File: src/rtl/apb_pkg.sv
// Shared definitions for the APB register file: FSM encoding, default
// geometry and small width helpers used by the top and the register bank.
package apb_pkg;

  typedef enum logic [1:0] {
    ST_IDLE  = 2'd0,
    ST_SETUP = 2'd1,
    ST_WAIT  = 2'd2,
    ST_DONE  = 2'd3
  } apb_state_e;

  localparam int unsigned APB_DATA_W_DEF = 8;
  localparam int unsigned APB_ADDR_W_DEF = 8;
  localparam int unsigned APB_NUM_RW_DEF = 4;
  localparam int unsigned APB_NUM_RO_DEF = 2;

  // Total number of addressable registers (RW bank followed by RO bank).
  function automatic int unsigned num_regs(input int unsigned rw, input int unsigned ro);
    return rw + ro;
  endfunction

  // Wait counter width: enough to hold WAIT_STATES, never less than one bit.
  function automatic int unsigned cnt_width(input int unsigned ws);
    return (ws == 0) ? 1 : $clog2(ws + 1);
  endfunction

endpackage

File: src/rtl/apb_reg_bank.sv
// Register storage for the APB register file: RW control registers with
// write strobes, plus the read mux over the RW and RO (status) registers.
module apb_reg_bank
  import apb_pkg::*;
#(
  parameter int unsigned       DATA_W    = APB_DATA_W_DEF,
  parameter int unsigned       ADDR_W    = APB_ADDR_W_DEF,
  parameter int unsigned       NUM_RW    = APB_NUM_RW_DEF,
  parameter int unsigned       NUM_RO    = APB_NUM_RO_DEF,
  parameter logic [DATA_W-1:0] RESET_VAL = '0
) (
  input  logic                     clk_i,
  input  logic                     rst_ni,
  input  logic                     we_i,
  input  logic [ADDR_W-1:0]        widx_i,
  input  logic [DATA_W-1:0]        wdata_i,
  input  logic [ADDR_W-1:0]        ridx_i,
  input  logic [NUM_RO*DATA_W-1:0] status_i,
  output logic [NUM_RW*DATA_W-1:0] ctrl_o,
  output logic [NUM_RW-1:0]        wr_strb_o,
  output logic [DATA_W-1:0]        rdata_o
);

  logic [DATA_W-1:0] regs_q [NUM_RW];
  logic [DATA_W-1:0] regs_d [NUM_RW];
  logic [NUM_RW-1:0] strb_q;
  logic [NUM_RW-1:0] strb_d;
  logic [31:0]       widx;
  logic [31:0]       ridx;

  assign widx = 32'(widx_i);
  assign ridx = 32'(ridx_i);

  // Write decode: only an in-range RW index updates storage and raises its strobe.
  always_comb begin
    strb_d = '0;
    for (int k = 0; k < NUM_RW; k++) begin
      regs_d[k] = regs_q[k];
      if (we_i && (widx == 32'(k))) begin
        regs_d[k] = wdata_i;
        strb_d[k] = 1'b1;
      end
    end
  end

  // Register storage and single-cycle strobes.
  always_ff @(posedge clk_i or negedge rst_ni) begin
    if (!rst_ni) begin
      for (int k = 0; k < NUM_RW; k++) regs_q[k] <= RESET_VAL;
      strb_q <= '0;
    end else begin
      for (int k = 0; k < NUM_RW; k++) regs_q[k] <= regs_d[k];
      strb_q <= strb_d;
    end
  end

  // Read mux: RW registers first, then status; anything else reads as zero.
  always_comb begin
    rdata_o = '0;
    for (int k = 0; k < NUM_RW; k++) begin
      if (ridx == 32'(k)) rdata_o = regs_q[k];
    end
    for (int k = 0; k < NUM_RO; k++) begin
      if (ridx == 32'(NUM_RW + k)) rdata_o = status_i[k*DATA_W +: DATA_W];
    end
  end

  for (genvar g = 0; g < NUM_RW; g++) begin : g_ctrl
    assign ctrl_o[g*DATA_W +: DATA_W] = regs_q[g];
  end

  assign wr_strb_o = strb_q;

endmodule

File: src/rtl/apb_slave_regfile.sv
// APB3 slave register file for the I2C host interface: FSM, wait-state
// counter and error decode; storage lives in apb_reg_bank.
//
// Handshake: a transfer starts with a SETUP cycle (PSEL_i=1, PENABLE_i=0)
// and continues with ACCESS cycles (PSEL_i=PENABLE_i=1) while PADDR_i,
// PWRITE_i and PWDATA_i are held stable. It completes in the ACCESS cycle
// where PREADY_o=1; PRDATA_o and PSLVERR_o are valid only in that cycle.
// Dropping PSEL_i before completion abandons the transfer with no side effects.
module apb_slave_regfile
  import apb_pkg::*;
#(
  parameter int unsigned       DATA_W      = APB_DATA_W_DEF,
  parameter int unsigned       ADDR_W      = APB_ADDR_W_DEF,
  parameter int unsigned       NUM_RW      = APB_NUM_RW_DEF,
  parameter int unsigned       NUM_RO      = APB_NUM_RO_DEF,
  parameter int unsigned       WAIT_STATES = 0,
  parameter logic [DATA_W-1:0] RESET_VAL   = '0
) (
  input  logic                     PCLK_i,
  input  logic                     PRESET_N_i,
  input  logic                     PSEL_i,
  input  logic                     PENABLE_i,
  input  logic                     PWRITE_i,
  input  logic [ADDR_W-1:0]        PADDR_i,
  input  logic [DATA_W-1:0]        PWDATA_i,
  output logic [DATA_W-1:0]        PRDATA_o,
  output logic                     PREADY_o,
  output logic                     PSLVERR_o,
  output logic [NUM_RW*DATA_W-1:0] ctrl_o,
  output logic [NUM_RW-1:0]        wr_strb_o,
  input  logic [NUM_RO*DATA_W-1:0] status_i,
  output apb_state_e               state_o
);

  localparam int unsigned      NUM_REGS = num_regs(NUM_RW, NUM_RO);
  localparam int unsigned      CNT_W    = cnt_width(WAIT_STATES);
  localparam logic [CNT_W-1:0] CNT_LOAD = CNT_W'(WAIT_STATES);
  localparam logic [CNT_W-1:0] CNT_ONE  = CNT_W'(1);

  apb_state_e        state_q, state_d, cur_state;
  logic [CNT_W-1:0]  cnt_q, cnt_d;
  logic              pready_q, pready_d;
  logic              pslverr_q, pslverr_d;
  logic [DATA_W-1:0] prdata_q, prdata_d;
  logic              enter_done;
  logic              bank_we;
  logic [DATA_W-1:0] bank_rdata;
  logic [31:0]       idx;
  logic              is_rw, is_ro, addr_err;

  // Index decode: invalid index, or a write aimed at a status register, is an error.
  assign idx      = 32'(PADDR_i);
  assign is_rw    = (idx < NUM_RW);
  assign is_ro    = !is_rw && (idx < NUM_REGS);
  assign addr_err = !(is_rw || is_ro) || (PWRITE_i && is_ro);

  // Next state and response. SETUP is the APB setup cycle itself, recognised
  // from IDLE combinationally so the first ACCESS cycle can already be DONE.
  always_comb begin
    cur_state = state_q;
    if ((state_q == ST_IDLE) && PSEL_i && !PENABLE_i) cur_state = ST_SETUP;
    state_d    = cur_state;
    cnt_d      = cnt_q;
    enter_done = 1'b0;
    bank_we    = 1'b0;
    pready_d   = 1'b0;
    pslverr_d  = 1'b0;
    prdata_d   = '0;
    case (cur_state)
      ST_IDLE: state_d = ST_IDLE;
      ST_SETUP: begin
        if (WAIT_STATES > 0) begin
          state_d = ST_WAIT;
          cnt_d   = CNT_LOAD;
        end else begin
          state_d    = ST_DONE;
          enter_done = 1'b1;
        end
      end
      ST_WAIT: begin
        cnt_d = cnt_q - 1'b1;
        if (!PSEL_i) begin
          state_d = ST_IDLE;
          cnt_d   = '0;
        end else if (cnt_q == CNT_ONE) begin
          state_d    = ST_DONE;
          enter_done = 1'b1;
        end
      end
      ST_DONE: begin
        state_d = ST_IDLE;
        bank_we = PSEL_i && PENABLE_i && PWRITE_i && pready_q && !pslverr_q;
      end
      default: state_d = ST_IDLE;
    endcase
    if (enter_done) begin
      pready_d  = 1'b1;
      pslverr_d = addr_err;
      prdata_d  = (addr_err || PWRITE_i) ? '0 : bank_rdata;
    end
  end

  // FSM, wait counter and registered APB response.
  always_ff @(posedge PCLK_i or negedge PRESET_N_i) begin
    if (!PRESET_N_i) begin
      state_q   <= ST_IDLE;
      cnt_q     <= '0;
      pready_q  <= 1'b0;
      pslverr_q <= 1'b0;
      prdata_q  <= '0;
    end else begin
      state_q   <= state_d;
      cnt_q     <= cnt_d;
      pready_q  <= pready_d;
      pslverr_q <= pslverr_d;
      prdata_q  <= prdata_d;
    end
  end

  apb_reg_bank #(
    .DATA_W   (DATA_W),
    .ADDR_W   (ADDR_W),
    .NUM_RW   (NUM_RW),
    .NUM_RO   (NUM_RO),
    .RESET_VAL(RESET_VAL)
  ) u_bank (
    .clk_i    (PCLK_i),
    .rst_ni   (PRESET_N_i),
    .we_i     (bank_we),
    .widx_i   (PADDR_i),
    .wdata_i  (PWDATA_i),
    .ridx_i   (PADDR_i),
    .status_i (status_i),
    .ctrl_o   (ctrl_o),
    .wr_strb_o(wr_strb_o),
    .rdata_o  (bank_rdata)
  );

  assign PRDATA_o  = prdata_q;
  assign PREADY_o  = pready_q;
  assign PSLVERR_o = pslverr_q;
  assign state_o   = cur_state;

endmodule

File: config.mk
export PLATFORM = sky130hd
export DESIGN_NAME = apb_slave_regfile
export DESIGN_NICKNAME = d
export VERILOG_FILES = /design/src/rtl/apb_pkg.sv /design/src/rtl/apb_reg_bank.sv /design/src/rtl/apb_slave_regfile.sv
export SDC_FILE = /design/constraint.sdc
export NUM_CORES = 1
export LEC_CHECK = 0
export BUFFER_PORTS_ARGS = -buffer_cell sky130_fd_sc_hd__buf_2
export CORE_AREA = 3 3 89 70
export DETAILED_ROUTE_END_ITERATION = 8
export DIE_AREA = 0 0 92 73
export PLACE_DENSITY = 0.77
export SLEW_MARGIN = 20
export SYNTH_ARGS = -nofsm -noshare
export SYNTH_HDL_FRONTEND = slang
export SYNTH_SLANG_ARGS = --single-unit
File: constraint.sdc
create_clock -name PCLK_i -period 2.3 [get_ports PCLK_i]
set_input_delay 0.46 -clock PCLK_i [delete_from_list [all_inputs] [get_ports PCLK_i]]
set_output_delay 0.46 -clock PCLK_i [all_outputs]
set_load 0.05 [all_outputs]
==> key figures, run 1 <==
Critical path
  • CP cell instances: nor2_4 > a21oi_4 > inv_6 > ha_4 > nand4_1 > buf_4 > nor4_4 > buf_4 > mux2_2
  • CP max stage delay: 0.49 ns
  • CP Max Fanout: 6
  • Crit path top cell by count: buf_4
  • Required @ worst endpoint: 2.49 ns
  • Worst Path Buf+Inv: 3
  • Reg2Reg Depth: 9
  • Crit path max-delay family: flip-flops
  • CP max-delay cell: dfrtp_1
  • Nature of the critical path endpoint: register
  • Worst reg2reg path endpoint: u_bank.ctrl_o[12]
  • CP arrival: 2.18 ns
  • Kind of critical path: reg2reg
  • Worst r2r src: state_q[1]
  • R2R Setup Slk: 0.31 ns
  • Critical path startpoint category: register

Layout
  • Final #Nets: 312
  • ANT cells: 0
  • Non-Filler Instances: 348
  • Synth-to-Final Area Change: 34.78%
  • Filler Cell Count: 455
  • Layout cells sized above 1: 64.10%
  • Multi-input logic area: 0.001122 sq mm
  • Reg area: 0.001227 sq mm

Routing
  • Detailed Routing Iterations Pass 1: 4
  • Drt total wl: 6.076 mm
  • Residual DRC count: 0
  • Via-per-instance ratio: 5.210
  • 1st-iter DRT viols: 50
  • Routed Antenna Nets: 0
  • Total number of vias: 1813
  • Drt wl/cell: 17.46 um

Clocking
  • Hold buffers post-CTS: 1
  • Insertion delay to the later sink of the worst-skew pair: 0.31 ns
  • CTS Sinks: 49
  • Clk buf depth: 2
  • Root Buffer: clkbuf_8
  • TritonCTS clock tree: yes
  • Worst-path clk slew: 0.09 ns
  • Buffer count from post-CTS setup fixing: 0
  • Resized Gates After CTS: 0
  • H-tree Lvls: 2
  • Cts bufs inserted: 5

Synthesis
  • Post-Syn Area per Cell: 13.60 sq um
  • #FFs+latches synth: 49
  • Synthesized Nets: 212
  • Synth Warn #: 0
  • Synth Instances: 172
  • Post-synth cell types: 27
  • Register area share after synthesis: 52.43%
  • Cell Area, Synth: 0.002338 sq mm

Timing
  • Count of final hold-check violations: 0
  • RSZ-0062 raised after global routing: false
  • Final Cycle Share: 86.72%
  • Final setup fails: 0
  • Slew margin rel.: 75.15%
  • Clk_skew: 0.01157 ns
  • Post-route minimum period: 1.995 ns
  • Worst slew pin tran: 0.3728 ns
  • Setup_tns: 0 ns
  • Slew Limit Fails: 0
  • Maximum clock rate: 0.5014 GHz

Place
  • Gpl congestion: 0.8157
  • DP Cell Count: 339
  • DP HPWL: 4.655 mm
  • Port buffer count: 84

Floorplanning
  • Die Height: 73 um
  • Die width: 92 um
  • Num rows: 23
  • Core ar.: 0.005353 sq mm
  • Initial Util: 43.69%
  • Full die area: 0.006716 sq mm
  • Io pins: 85

Job
  • Max-cap violations: 0

Worst hold path
  • Hold_sp: PWDATA_i[6]
  • Tightest Hold Check Type: in2reg
  • Hold Path Sink: u_bank.ctrl_o[6]
  • WHS Path Cells: 2

Power and ir drop
  • PwrDens: 686.1 mW/mm^2
  • Worst VDD drop: 0.3588 mV
  • P_leak: 1.684 nW

Status
  • Status: completed

GRT
  • Largest net degree at the start of global routing: 31
  • All-Layer GR Usage: 19.18%
  • First-pass GRT wire length: 9.777 mm
  • Vias in the first global route: 1860
  • Remaining Overflow, GRT: 0
  • Initial antenna violation count: 0
==> worst max-delay path by stage <==
stage,to,slack (ns),depth (start not counted),start
after floorplan,u_bank.ctrl_o[1],0.02,7,PENABLE_i
after global placement,u_bank.ctrl_o[1],0.08,6,PADDR_i[5]
after detailed placement,u_bank.ctrl_o[12],0.06,6,PADDR_i[5]
after CTS,u_bank.ctrl_o[12],0.30,9,state_q[1]
after global routing,PRDATA_o[5],0.20,6,state_q[1]
final,u_bank.ctrl_o[12],0.31,9,state_q[1]
==> cell type report <==
type	instances	share of cell area (%)
Sequential cell	49	38.94
Multi-Input combinational cell	111	35.61
Timing Repair Buffer	102	17.71
Tap cell	75	2.977
Clock buffer	5	2.183
Clock inverter	3	2.064
Inverter	3	0.5161
==> placed cells by master (no fill, tap or decap), drive strengths merged <==
master / Yosys / final
dfrtp: 49 / 49
bufinv: 0 / 2
clkbuf: 3 / 5
buf: 6 / 101
mux2: 56 / 56
or4b: 1 / 1
nor4: 4 / 4
o22ai: 1 / 1
a211oi: 8 / 8
nand2: 9 / 9
nor2: 4 / 4
ha: 3 / 3
or4: 1 / 1
a31oi: 1 / 1
or4bb: 2 / 2
clkinv: 0 / 1
mux2i: 1 / 1
nand4b: 1 / 1
o311ai: 1 / 1
a22oi: 8 / 8
o21ai: 2 / 2
inv: 3 / 3
a21oi: 2 / 2
nor2b: 2 / 2
or2: 2 / 2
dlygate4sd3: 0 / 1
a2111o: 1 / 1
nand4: 1 / 1
==> logic make-up (layout without fill, tap and decap cells) <==
family          count (synthesis)  in the layout  synth area share (%)
mux                            57             57                 27.39
compound gates                 24             24                 7.384
fa+ha+maj                       3              3                 1.605
flops                          49             49                 52.43
buf+inv                        12            113                 2.033
simple gates                   27             27                 9.149
==> sequential cells by signal, indices dropped and copies added, names as in the netlist <==
| name | cells |
|---|---|
| cnt_q | 1 |
| state_q | 2 |
| PRDATA_o | 8 |
| PREADY_o | 1 |
| PSLVERR_o | 1 |
| u_bank.ctrl_o | 32 |
| u_bank.wr_strb_o | 4 |
==> worst reg2reg max path, delay by kind of cell (launching register included) <==
family	cells	cell delay [ns]
adders and majority gates	1	0.11
buffers and inverters	3	0.46
muxes	1	0.34
DFF	1	0.49
and+or+nand+nor	3	0.40
AOI/OAI and AO/OA	1	0.08
==> cells in the mapped netlist <==
cell type,instances,area share (%)
a2111o_1,1,0.48
a211oi_1,8,2.6
a21oi_1,2,0.43
a22oi_1,8,2.6
a31oi_1,1,0.27
buf_1,4,0.64
buf_2,2,0.43
clkbuf_1,3,0.48
dfrtp_1,49,52
ha_1,3,1.6
inv_1,3,0.48
mux2_1,2,0.96
mux2_2,54,26
mux2i_1,1,0.43
nand2_1,9,1.4
nand4_1,1,0.27
nand4b_1,1,0.37
nor2_1,4,0.64
nor2b_1,2,0.53
nor4_4,4,3.6
o21ai_0,2,0.43
o22ai_1,1,0.27
o311ai_0,1,0.37
or2_2,2,0.53
or4_1,1,0.32
or4b_2,1,0.43
or4bb_1,2,0.96
==> stage by stage <==
step | setup slack, ns | utilization [%] | cell area [sq um] | total power [mW] | hold slack (ns)
6_report | 0.3055 | 58.88 | 3152 | 2.163 | 0.4196
3_5_place_dp | 0.05665 | 56.19 | 3008 | 1.461 | 0.2669
4_1_cts | 0.2970 | 58.88 | 3152 | 2.181 | 0.4088
2_1_floorplan | 0.01584 | - | 2404 | 1.306 | 0.1644
3_3_place_gp | 0.07571 | 56.19 | 3008 | 1.441 | 0.2701
5_1_grt | 0.1960 | 58.88 | 3152 | 2.257 | 0.4189
==> power breakdown <==
group / total [mW] / internal [mW] / leakage (nW) / switching, mW
sequential: 0.959 / 0.902 / 0.677 / 0.0568
clock: 0.718 / 0.432 / 0.0681 / 0.287
combinational: 0.485 / 0.165 / 0.939 / 0.320
total: 2.16 / 1.50 / 1.68 / 0.663
==> per-layer routing <==
| layer | vias up | routed length [um] | global-route usage, % |
|---|---|---|---|
| met5 | - | 0 | 0 |
| met4 | 0 | 91 | 7.084 |
| met3 | 9 | 396 | 4.227 |
| met2 | 62 | 2729 | 29.05 |
| met1 | 903 | 2857 | 27.19 |
| li1 | 839 | - | - |
Power figures use the tool's default switching activity.
==> inputs of run 2 (changes only) <==
CORE_AREA = 3 3 87 68   (was 3 3 89 70)
CTS_BUF_LIST = sky130_fd_sc_hd__clkbuf_4   (was default)
DIE_AREA = 0 0 90 71   (was 0 0 92 73)
PLACE_DENSITY = 0.8   (was 0.77)
==> run 2 against run 1 <==
Net effect:
- wire length decreased by 4.3%
- die area down 4.9%
- combinational power hardly changed
- register-to-register slack about the same
==> key figures, run 2 (synthesis results as in run 1) <==
Floorplanning
  • Num rows: 23
  • Full die area: 0.006390 sq mm
  • Die Height: 71 um
  • Initial Util: 44.65%
  • Io pins: 85
  • Core ar.: 0.005238 sq mm
  • Die width: 90 um

Critical path
  • Worst r2r src: state_q[1]
  • CP Max Fanout: 6
  • Required @ worst endpoint: 2.54 ns
  • End of the critical path: u_bank.ctrl_o[8]
  • Worst reg2reg path endpoint: u_bank.ctrl_o[8]
  • CP arrival: 2.23 ns
  • Critical path startpoint category: register
  • CP startpoint: state_q[1]
  • R2R Setup Slk: 0.31 ns
  • Kind of critical path: reg2reg
  • Reg2Reg Depth: 9
  • Nature of the critical path endpoint: register

Layout
  • ANT cells: 0
  • Filler Cell Count: 462
  • Most frequent cells in the layout: buf_2, dfrtp_1, mux2_2
  • Multi-input logic area: 0.001122 sq mm
  • Reg area: 0.001227 sq mm
  • Layout cells sized above 1: 63.47%
  • Max reg flops: 32
  • Final #Nets: 310
  • Synth-to-Final Area Change: 30.44%
  • Final Core Density: 58.24%
  • Commonest non-fill, non-tap cell in the layout: buf_2
  • Non-Filler Instances: 346

Power and ir drop
  • Worst VDD drop: 0.2181 mV
  • Total power draw: 1.809 mW
  • P_leak: 1.637 nW
  • PwrDens: 593.0 mW/mm^2

Clocking
  • Clk buf depth: 2
  • Buffer count from post-CTS setup fixing: 0
  • Cts bufs inserted: 5
  • Resized Gates After CTS: 0
  • Insertion delay to the later sink of the worst-skew pair: 0.34 ns
  • TritonCTS clock tree: yes
  • Hold buffers post-CTS: 0
  • CTS Sinks: 49
  • H-tree Lvls: 2
  • Root Buffer: clkbuf_4
  • Worst-path clk slew: 0.13 ns

Routing
  • Drt total wl: 5.817 mm
  • Total number of vias: 1792
  • Routed Antenna Nets: 0
  • Residual DRC count: 0
  • Detailed Routing Iterations Pass 1: 4
  • Via-per-instance ratio: 5.179
  • 1st-iter DRT viols: 100
  • Drt wl/cell: 16.81 um

Place
  • DP Cell Count: 338
  • Gpl congestion: 0.7792
  • Port buffer count: 84
  • DP HPWL: 4.352 mm

Timing
  • Setup_tns: 0 ns
  • Maximum clock rate: 0.5030 GHz
  • Worst slew pin tran: 0.6228 ns
  • Post-route minimum period: 1.988 ns
  • Min Hold Slack: 0.1986 ns
  • Final setup fails: 0
  • Final Cycle Share: 86.43%
  • Slew margin rel.: 58.48%
  • Clk_skew: 0.005370 ns
  • RSZ-0062 raised after global routing: false
  • Count of final hold-check violations: 0
  • Slew Limit Fails: 0

Status
  • Status: completed

GRT
  • Initial antenna violation count: 0
  • First-pass GRT wire length: 9.342 mm
  • Vias in the first global route: 1863
  • Remaining Overflow, GRT: 0
  • All-Layer GR Usage: 18.45%
  • Largest net degree at the start of global routing: 50

Worst hold path
  • Tightest Hold Check Type: in2async

Job
  • Max-cap violations: 0
[run 2: metal layers]
layer,part of all wire [%],vias up,GRT usage (%)
met5,0,-,0
met4,0.50,0,4.584
met3,5.4,2,3.932
met2,49,53,31.46
met1,45,900,24.30
li1,-,837,-
[run 2: cell type report]
cell class / instances / area share (%)
clock inverters: 3 / 0.4102
inverters: 3 / 0.5332
clock buffers: 5 / 1.231
flip-flops and latches: 49 / 40.24
multi-input cells: 111 / 36.79
well taps: 75 / 3.076
repair buffers: 100 / 17.72
[run 2: worst max-delay path: stages, from the launching register on]
cell,delay [ns]
dfrtp_1,0.51
nor2_4,0.16
a21oi_4,0.08
inv_6,0.07
ha_4,0.11
nand4_1,0.07
buf_4,0.18
nor4_4,0.16
buf_4,0.20
mux2_2,0.34
[run 2: power by group]
part | internal, mW | switching, mW
clock network | 0.111 | 0.256
logic | 0.162 | 0.323
registers | 0.903 | 0.0549
[run 2: through the flow]
step	area [sq um]	setup slack [ns]
floorplan	2404	0.01584
global placement	3000	0.09286
detailed placement	3000	0.05054
CTS	3050	0.2908
global route	3050	0.1947
finish	3050	0.3120
[run 2: how the worst min path moves through the flow]
stage	to	slack [ns]	depth (start not counted)
2_1_floorplan	PRDATA_o[0]	0.16	0
3_3_place_gp	u_bank.ctrl_o[1]	0.49	1
3_5_place_dp	u_bank.ctrl_o[2]	0.50	1
4_1_cts	u_bank.wr_strb_o[3]	0.20	2
5_1_grt	u_bank.wr_strb_o[3]	0.24	2
6_report	u_bank.ctrl_o[6]	0.20	2
==> inputs of run 3 (changes only) <==
CORE_AREA = 3 3 76 78   (was 3 3 87 68)
DIE_AREA = 0 0 79 81   (was 0 0 90 71)
==> run 3 against run 2 <==
Net effect:
- sequential power about the same
- clock skew up 0.0064 ns
- critical path depth down 3
- combinational power down 0.8%
- flip-flop and latch count unchanged
- critical path type unchanged
- critical endpoint is now PRDATA_o[7]
- largest cell class unchanged
==> key figures, run 3 (synthesis results as in run 1) <==
Routing
  • Drt wl/cell: 17.18 um
  • Drt total wl: 5.857 mm
  • Detailed Routing Iterations Pass 1: 4
  • Via-per-instance ratio: 5.276
  • Total number of vias: 1799
  • Residual DRC count: 0
  • 1st-iter DRT viols: 78
  • Routed Antenna Nets: 0

Floorplanning
  • Core ar.: 0.005140 sq mm
  • Full die area: 0.006399 sq mm
  • Io pins: 85
  • Die width: 79 um
  • Die Height: 81 um
  • Initial Util: 45.50%
  • Num rows: 26

Timing
  • Clk_skew: 0.01181 ns
  • Worst setup margin: 0.2751 ns
  • RSZ-0062 raised after global routing: false
  • Slew Limit Fails: 0
  • Worst slew pin tran: 0.4814 ns
  • Slew margin rel.: 67.90%
  • Final setup fails: 0
  • Final Cycle Share: 88.04%
  • Setup_tns: 0 ns
  • Maximum clock rate: 0.4939 GHz
  • Post-route minimum period: 2.025 ns
  • Count of final hold-check violations: 0

Clocking
  • Root Buffer: clkbuf_4
  • H-tree Lvls: 2
  • Hold buffers post-CTS: 0
  • Buffer count from post-CTS setup fixing: 0
  • Worst-path clk slew: 0.13 ns
  • Clk buf depth: 2
  • CTS Sinks: 49
  • Cts bufs inserted: 5
  • TritonCTS clock tree: yes
  • Resized Gates After CTS: 0
  • Insertion delay to the later sink of the worst-skew pair: 0.37 ns

Critical path
  • CP Max Fanout: 10
  • Nature of the critical path endpoint: register
  • CP arrival: 2.27 ns
  • Critical path startpoint category: register
  • Kind of critical path: reg2reg
  • Required @ worst endpoint: 2.55 ns

Layout
  • Non-Filler Instances: 341
  • Final #Nets: 311
  • Most frequent cells in the layout: buf_2, dfrtp_1, mux2_2
  • Reg area: 0.001227 sq mm
  • ANT cells: 0
  • Max reg flops: 32
  • Commonest non-fill, non-tap cell in the layout: buf_2
  • Synth-to-Final Area Change: 30.98%
  • Final Core Density: 59.59%
  • Multi-input logic area: 0.001122 sq mm
  • Layout cells sized above 1: 63.84%
  • Filler Cell Count: 455

Power and ir drop
  • Clk pwr share: 21.1%
  • Sw Ratio: 34.58%
  • Part of the power in registers: 52.5%
  • Int Pwr: 1.189 mW
  • P_leak: 1.643 nW
  • Logic pwr share: 26.4%
  • Switching power: 628.5 uW
  • PwrDens: 593.4 mW/mm^2
  • Worst VDD drop: 0.3501 mV

Worst hold path
  • Tightest Hold Check Type: in2async

Place
  • Gpl congestion: 0.7602
  • Pre-CTS setup slack: 0.04289 ns
  • Port buffer count: 84
  • DP HPWL: 4.454 mm
  • DP Cell Count: 334

GRT
  • First-pass GRT wire length: 9.328 mm
  • Largest net degree at the start of global routing: 23
  • All-Layer GR Usage: 19.06%
  • Remaining Overflow, GRT: 0
  • Vias in the first global route: 1934
  • Initial antenna violation count: 0

Status
  • Status: completed

Job
  • Max-cap violations: 0
[run 3: cell types whose count changed in the layout (fill, tap and decap cells not counted)]
cell	delta
clkinv_1	-1
clkinv_2	-1
clkbuf_4	+1
buf_12	+1
[run 3: cell type report]
cell class	instances	share of cell area [%]
repair buffers	101	18.30
multi-input cells	111	36.64
clock buffers	6	1.471
well taps	70	2.859
inverters	3	0.5310
flip-flops and latches	49	40.07
clock inverters	1	0.1225
[run 3: power by group through the flow]
stage	combinational, mW	clock, mW	sequential, mW
6_report	0.480	0.383	0.955
5_1_grt	0.529	0.425	0.961
4_1_cts	0.485	0.391	0.955
3_5_place_dp	0.484	0	0.972
3_3_place_gp	0.471	0	0.969
2_1_floorplan	0.313	0	0.993
[run 3: final timing paths]
check | startpoint | slack, ns | endpoint | cells after the start
max in group asynchronous | PRESET_N_i | 1.65 | PREADY_o | 2
hold reg to reg | cnt_q | 0.54 | cnt_q | 1
setup reg to reg | state_q[1] | 0.28 | PRDATA_o[7] | 6
min in group PCLK_i | PWDATA_i[2] | 0.36 | u_bank.ctrl_o[2] | 2
hold / removal | PRESET_N_i | 0.03 | u_bank.ctrl_o[10] | 1
setup / recovery | state_q[1] | 0.28 | PRDATA_o[7] | 6
[run 3: routing by layer]
layer	up-vias	track usage, %	routed length [um]
met4	0	7.216	102
met5	-	0	0
met3	10	5.987	420
li1	840	-	-
met2	70	30.47	2720
met1	879	24.34	2614
[run 3: metrics by stage]
stage / instance area, sq um / total power [mW] / hold WS [ns]
floorplan: 2404 / 1.306 / 0.1644
global placement: 3014 / 1.439 / 0.4410
detailed placement: 3014 / 1.456 / 0.4437
CTS: 3063 / 1.831 / 0.03071
global route: 3063 / 1.915 / 0.04062
finish: 3063 / 1.818 / 0.02678
[run 3: worst max-delay path, cell delays in order, from the launching register on]
cell and delay, ns:
dfrtp_1 0.53, nor2_4 0.07, a21oi_4 0.18, ha_1 0.27, a31oi_1 0.10, or2_2 0.40, a211oi_1 0.35
